File: src/rtl/regfile_arb_pkg.sv
// Shared types and constants for the two-requester register-file arbiter.
package regfile_arb_pkg;

    localparam int RADDR_W = 2;
    localparam int WADDR_W = 3;
    localparam logic [WADDR_W-1:0] W_NOP = 3'd4;

    typedef enum logic {
        SLOT_EMPTY,
        SLOT_FULL
    } slot_state_t;

    typedef enum logic {
        REQ_A,
        REQ_B
    } req_id_t;

    // Data-width-independent part of a request; wd is appended by the top.
    typedef struct packed {
        logic               we;
        logic [RADDR_W-1:0] ra1;
        logic [RADDR_W-1:0] ra2;
        logic [RADDR_W-1:0] wa;
    } req_ctl_t;

    function automatic logic [WADDR_W-1:0] w_port(
        input logic [RADDR_W-1:0] wa
    );
        return {1'b0, wa};
    endfunction

endpackage

File: src/rtl/regfile_arbiter_rr.sv
// Two-way round-robin arbiter; the last-grant pointer resets to B so A wins
// the first tie.
module rr_arbiter2
    import regfile_arb_pkg::*;
(
    input  logic       clk,
    input  logic       rst_n,
    input  logic [1:0] elig_i,
    output logic [1:0] grant_o
);

    req_id_t last_q;
    req_id_t last_d;

    always_comb begin
        grant_o = 2'b00;
        last_d  = last_q;
        case (elig_i)
            2'b01:   grant_o = 2'b01;
            2'b10:   grant_o = 2'b10;
            2'b11:   grant_o = (last_q == REQ_B) ? 2'b01 : 2'b10;
            default: grant_o = 2'b00;
        endcase
        if (grant_o[0]) begin
            last_d = REQ_A;
        end else if (grant_o[1]) begin
            last_d = REQ_B;
        end
    end

    always_ff @(posedge clk or negedge rst_n) begin
        if (!rst_n) begin
            last_q <= REQ_B;
        end else begin
            last_q <= last_d;
        end
    end

endmodule

File: src/rtl/regfile_arbiter.sv
// Arbitrates register-file access between requesters A and B, one grant per
// cycle, with a one-deep read-response slot per requester.
module regfile_arbiter
    import regfile_arb_pkg::*;
#(
    parameter int N = 32
) (
    input  logic               clk,
    input  logic               rst_n,

    input  logic               a_valid,
    output logic               a_ready,
    input  logic               a_we,
    input  logic [RADDR_W-1:0] a_ra1,
    input  logic [RADDR_W-1:0] a_ra2,
    input  logic [RADDR_W-1:0] a_wa,
    input  logic [N-1:0]       a_wd,
    output logic               a_rvalid,
    input  logic               a_rready,
    output logic [N-1:0]       a_rd1,
    output logic [N-1:0]       a_rd2,

    input  logic               b_valid,
    output logic               b_ready,
    input  logic               b_we,
    input  logic [RADDR_W-1:0] b_ra1,
    input  logic [RADDR_W-1:0] b_ra2,
    input  logic [RADDR_W-1:0] b_wa,
    input  logic [N-1:0]       b_wd,
    output logic               b_rvalid,
    input  logic               b_rready,
    output logic [N-1:0]       b_rd1,
    output logic [N-1:0]       b_rd2,

    output logic [RADDR_W-1:0] rf_r1,
    output logic [RADDR_W-1:0] rf_r2,
    output logic [WADDR_W-1:0] rf_w1,
    output logic [N-1:0]       rf_w,
    input  logic [N-1:0]       rf_v1,
    input  logic [N-1:0]       rf_v2
);

    typedef struct packed {
        req_ctl_t     ctl;
        logic [N-1:0] wd;
    } req_t;

    req_t        req [2];
    req_t        sel;
    logic [1:0]  valid;
    logic [1:0]  rready;
    logic [1:0]  elig;
    logic [1:0]  grant;

    slot_state_t  st_q  [2];
    slot_state_t  st_d  [2];
    logic [N-1:0] rd1_q [2];
    logic [N-1:0] rd1_d [2];
    logic [N-1:0] rd2_q [2];
    logic [N-1:0] rd2_d [2];

    assign req[REQ_A] = {a_we, a_ra1, a_ra2, a_wa, a_wd};
    assign req[REQ_B] = {b_we, b_ra1, b_ra2, b_wa, b_wd};
    assign valid      = {b_valid, a_valid};
    assign rready     = {b_rready, a_rready};

    // Gating with rst_n keeps every request port idle while reset is held.
    always_comb begin
        elig = 2'b00;
        for (int i = 0; i < 2; i++) begin
            elig[i] = rst_n & valid[i]
                    & (req[i].ctl.we
                       | (st_q[i] == SLOT_EMPTY)
                       | rready[i]);
        end
    end

    rr_arbiter2 u_rr (
        .clk     (clk),
        .rst_n   (rst_n),
        .elig_i  (elig),
        .grant_o (grant)
    );

    assign a_ready = grant[REQ_A];
    assign b_ready = grant[REQ_B];

    always_comb begin
        sel   = grant[REQ_B] ? req[REQ_B] : req[REQ_A];
        rf_r1 = '0;
        rf_r2 = '0;
        rf_w1 = W_NOP;
        rf_w  = '0;
        if (|grant) begin
            if (sel.ctl.we) begin
                rf_w1 = w_port(sel.ctl.wa);
                rf_w  = sel.wd;
            end else begin
                rf_r1 = sel.ctl.ra1;
                rf_r2 = sel.ctl.ra2;
            end
        end
    end

    // A new grant wins over a same-cycle consume so the slot stays FULL.
    always_comb begin
        for (int i = 0; i < 2; i++) begin
            st_d[i]  = st_q[i];
            rd1_d[i] = rd1_q[i];
            rd2_d[i] = rd2_q[i];
            if (grant[i] && !req[i].ctl.we) begin
                st_d[i]  = SLOT_FULL;
                rd1_d[i] = rf_v1;
                rd2_d[i] = rf_v2;
            end else if (st_q[i] == SLOT_FULL && rready[i]) begin
                st_d[i] = SLOT_EMPTY;
            end
        end
    end

    always_ff @(posedge clk or negedge rst_n) begin
        if (!rst_n) begin
            for (int i = 0; i < 2; i++) begin
                st_q[i]  <= SLOT_EMPTY;
                rd1_q[i] <= '0;
                rd2_q[i] <= '0;
            end
        end else begin
            for (int i = 0; i < 2; i++) begin
                st_q[i]  <= st_d[i];
                rd1_q[i] <= rd1_d[i];
                rd2_q[i] <= rd2_d[i];
            end
        end
    end

    assign a_rvalid = (st_q[REQ_A] == SLOT_FULL);
    assign b_rvalid = (st_q[REQ_B] == SLOT_FULL);
    assign a_rd1    = rd1_q[REQ_A];
    assign a_rd2    = rd2_q[REQ_A];
    assign b_rd1    = rd1_q[REQ_B];
    assign b_rd2    = rd2_q[REQ_B];

endmodule

File: config.mk
export PLATFORM = sky130hd
export DESIGN_NAME = regfile_arbiter
export DESIGN_NICKNAME = d
export VERILOG_FILES = /design/src/rtl/regfile_arb_pkg.sv /design/src/rtl/regfile_arbiter_rr.sv /design/src/rtl/regfile_arbiter.sv
export SDC_FILE = /design/constraint.sdc
export NUM_CORES = 1
export LEC_CHECK = 0
export BUFFER_PORTS_ARGS = -buffer_cell sky130_fd_sc_hd__buf_4
export CAP_MARGIN = 15
export CELL_PAD_IN_SITES_DETAIL_PLACEMENT = 1
export CELL_PAD_IN_SITES_GLOBAL_PLACEMENT = 1
export CORE_MARGIN = 5
export CORE_UTILIZATION = 31
export CTS_BUF_LIST = sky130_fd_sc_hd__clkbuf_8
export DETAILED_ROUTE_END_ITERATION = 12
export PLACE_DENSITY = 0.77
export SETUP_SLACK_MARGIN = 0.3
export SLEW_MARGIN = 10
export SYNTH_ARGS = -nofsm -noshare
export SYNTH_HDL_FRONTEND = slang
export SYNTH_SLANG_ARGS = --single-unit
File: constraint.sdc
create_clock -name clk -period 2.15 [get_ports clk]
set_input_delay 0.215 -clock clk [delete_from_list [all_inputs] [get_ports clk]]
set_output_delay 0.215 -clock clk [all_outputs]
set_load 0.01 [all_outputs]
==> results by group <==
Layout
  – Leading cell type in the layout, fill and taps excluded: sky130_fd_sc_hd__buf_4
  – Number of nets in the final layout: 991
  – Most frequent cells in the layout: sky130_fd_sc_hd__buf_4, sky130_fd_sc_hd__dfrtp_1, sky130_fd_sc_hd__mux2_4
  – Area Growth Syn to Fin: 96.4%
  – Share of layout cells above drive strength 1: 0.683
  – Total non-filler cell area in the finished layout: 11100 um^2

GRT
  – Largest net degree at the start of global routing: 68
  – Number of antenna violations at the first check in global routing: 2
  – Global-route usage over all layers: 0.238
  – Vias in the first global route: 6117
  – Remaining global-route overflow: 0
  – Wire length of the first global-routing pass: 37.1 mm

Setup path
  – Critical path start-end classification: reg -> out
  – Master of the slowest instance on the critical path: sky130_fd_sc_hd__a211o_4
  – Critical Path AT: 2390 ps
  – Worst-path cell chain: or3b_4, a311o_1, a211o_4, clkbuf_16, a21oi_4, buf_6
  – Maximum fanout along the worst path: 6
  – Buf+Inv Stages, Crit Path: 2
  – Kind of cell with the highest combined delay on the critical path: compound AO/OA/AOI/OAI gates
  – Endpoint of the worst setup timing path: rf_w[14]
  – Critical path startpoint: a_rvalid
  – Critical path depth: 6
  – Crit. End Element: primary output
  – Worst endpoint required time: 1930 ps
  – Category of the worst setup path launch point: flop
  – Stage delay of the slowest cell on the critical path: 410 ps
  – Worst reg2reg path depth: 10
  – Reg-to-reg critical path endpoint: b_rd2[10]
  – Start of the worst register-to-register path: a_rvalid
  – Slack of the worst reg-to-reg path: -270 ps

Synth
  – Sequential-to-total area share from yosys stat: 0.582
  – Count of state elements after synthesis: 131
  – Instance count of the mapped netlist: 416
  – Post-synthesis cell area: 5630 um^2
  – Synthesized area per cell: 13.5 um^2
  – Number of distinct library cells after synthesis: 28
  – Syn_nets: 564
  – Number of warnings issued by yosys: 0

Timing
  – Relative slew slack: 0.414
  – Sum of negative setup slack: -31010 ps
  – F_max: 0.384 GHz
  – Worst clock skew on the final layout: 10.5 ps
  – Setup violation total in the final timing report: 105
  – Minimum period implied by the final worst setup slack: 2610 ps
  – Number of endpoints with negative hold slack in the final report: 52
  – Final clock period utilization by the worst path: 1.21
  – Worst hold-check slack: -89.0 ps
  – Transition time at the pin with the least slew margin: 879 ps
  – Final worst slack: -456 ps
  – Unrepaired setup endpoints after global routing: yes
  – Max Slew Vio Count: 0

Drt
  – Vias per std cell: 4.87
  – ANT nets after route: 0
  – Final routed wire length divided by cell count: 24.5 um
  – Count of routing violations after the opening detailed-route iteration: 177
  – DRT Pass-1 Iters: 4
  – DR DRC count: 0
  – Total wirelength of the detailed-routed design: 26.6 mm
  – Total via count after detailed routing: 5292

Outcome
  – Violations in the final reports: hold timing, setup timing
  – Run status: complete, but fails checks

Power and ir drop
  – Total leakage power: 0.00548 uW
  – Worst ir drop on vdd: 466 uV
  – Total power per unit cell area: 844 nW/um^2
  – Final Total Pwr: 9330 uW

Placement
  – Dpl hpwl: 16.2 mm
  – Final RePlAce weighted congestion: 0.788
  – Count of input and output buffers: 318
  – Area after DPL: 8770 um^2

Clock tree
  – Number of buffers added by the clock tree synthesis step: 17
  – Number of buffers on the longest clock path: 2
  – H-tree lvl count: 4
  – TritonCTS sink count: 131
  – CTS tree: yes
  – Skew-Pair Late Insertion Delay: 440 ps
  – Register clock-pin slew on the reported worst setup and hold paths: 80 ps
  – Buffer cell driving the clock tree root: sky130_fd_sc_hd__clkbuf_8

Min path
  – Class of the tightest hold or removal check: in -> async

Floorplan
  – Starting density of the core: 0.315
  – Die Y-Extent: 145 um
  – Die width: 145 um
  – Area of the die: 21000 um^2
  – Number of top-level pins: 319
  – Area of the placeable core: 17900 um^2
  – Number of cell rows: 49

Flow run
  – Max-cap violation count: 0
kinds of logic after synthesis:
kind of cell	Yosys count	share of synthesized area
DFF	131	0.582
muxes	128	0.256
and+or+nand+nor	86	0.0640
AOI/OAI and AO/OA	43	0.0638
buffers and inverters	28	0.0340
layer usage:
metal	track usage	vias up	part of all wire
met2	0.447	246	0.55
met1	0.237	2680	0.34
li1	-	2308	-
met5	0	-	0
met4	0.110	0	0.034
met3	0.0766	58	0.075
state kept, by name (all words and copies together), names as in the netlist:
name,flops
a_rd1,32
b_rvalid,1
a_rd2,32
a_rvalid,1
b_rd2,32
u_rr.last_q,1
b_rd1,32
report_power, final:
part | switching (uW) | total [uW] | internal [uW]
Combinational | 1380 | 3530 | 2140
Clock | 1040 | 2250 | 1210
Sequential | 451 | 3550 | 3100
cell usage after synthesis, drive strengths merged:
cell type,n,area [um^2]
nor2,4,22.5
clkbuf,4,15.0
a32o,4,40.0
a311o,1,10.0
buf,22,169
mux2,128,1440
inv,2,7.51
dfrtp,130,3250
dfstp,1,26.3
nor4,1,6.26
nor2b,1,6.26
and3b,1,8.76
nand2,72,270
a211o,1,8.76
nor3b,1,7.51
nand3b,1,7.51
a21oi,34,279
or3b,1,8.76
o211ai,1,7.51
nand3,2,10.0
a21o,1,7.51
a31oi,1,6.26
or2,1,6.26
nand2b,1,6.26
layout make-up:
| cell class | instances | area [um^2] |
|---|---|---|
| Inverter | 2 | 12.5 |
| Clock buffer | 19 | 262 |
| Sequential cell | 131 | 3280 |
| Multi-Input combinational cell | 257 | 2940 |
| Antenna cell | 2 | 5.00 |
| Fill cell | 1731 | 6840 |
| Timing Repair Buffer | 434 | 4120 |
| Clock inverter | 12 | 155 |
| Tap cell | 229 | 287 |
worst register-to-register path: cells and delay by family (launching register included):
family / cells / cell delay, ps
compound gates: 1 / 320
buf+inv: 6 / 780
flops: 1 / 360
mux: 1 / 310
simple gates: 2 / 530
how the worst min path moves through the flow:
| stage | start | endpoint | depth (start not counted) |
|---|---|---|---|
| floorplan | rst_n | a_rd1[0] | 0 |
| global placement | rst_n | b_rd1[24] | 2 |
| detailed placement | rst_n | b_rd1[24] | 2 |
| CTS | rst_n | b_rd1[24] | 2 |
| global route | rst_n | a_rd2[31] | 2 |
| finish | rst_n | a_rd1[16] | 2 |
through the flow:
step | util | setup slack, ps | std cells
finish | 0.618 | -456 | 1086
floorplan | - | 37.3 | 416
global placement | 0.490 | -93.8 | 954
global route | 0.618 | -536 | 1086
detailed placement | 0.490 | -138 | 954
CTS | 0.593 | -488 | 1070
what timing repair did:
action | CTS | global route
buffers inserted | 18 | 7
pin swaps | 4 | 2
gates resized for setup | 92 | 68
setup endpoints to repair | 165 | 164
hold endpoints to repair | 160 | 67
cloned | 15 | 3
hold buffers | 52 | 4
Power figures use the tool's default switching activity.
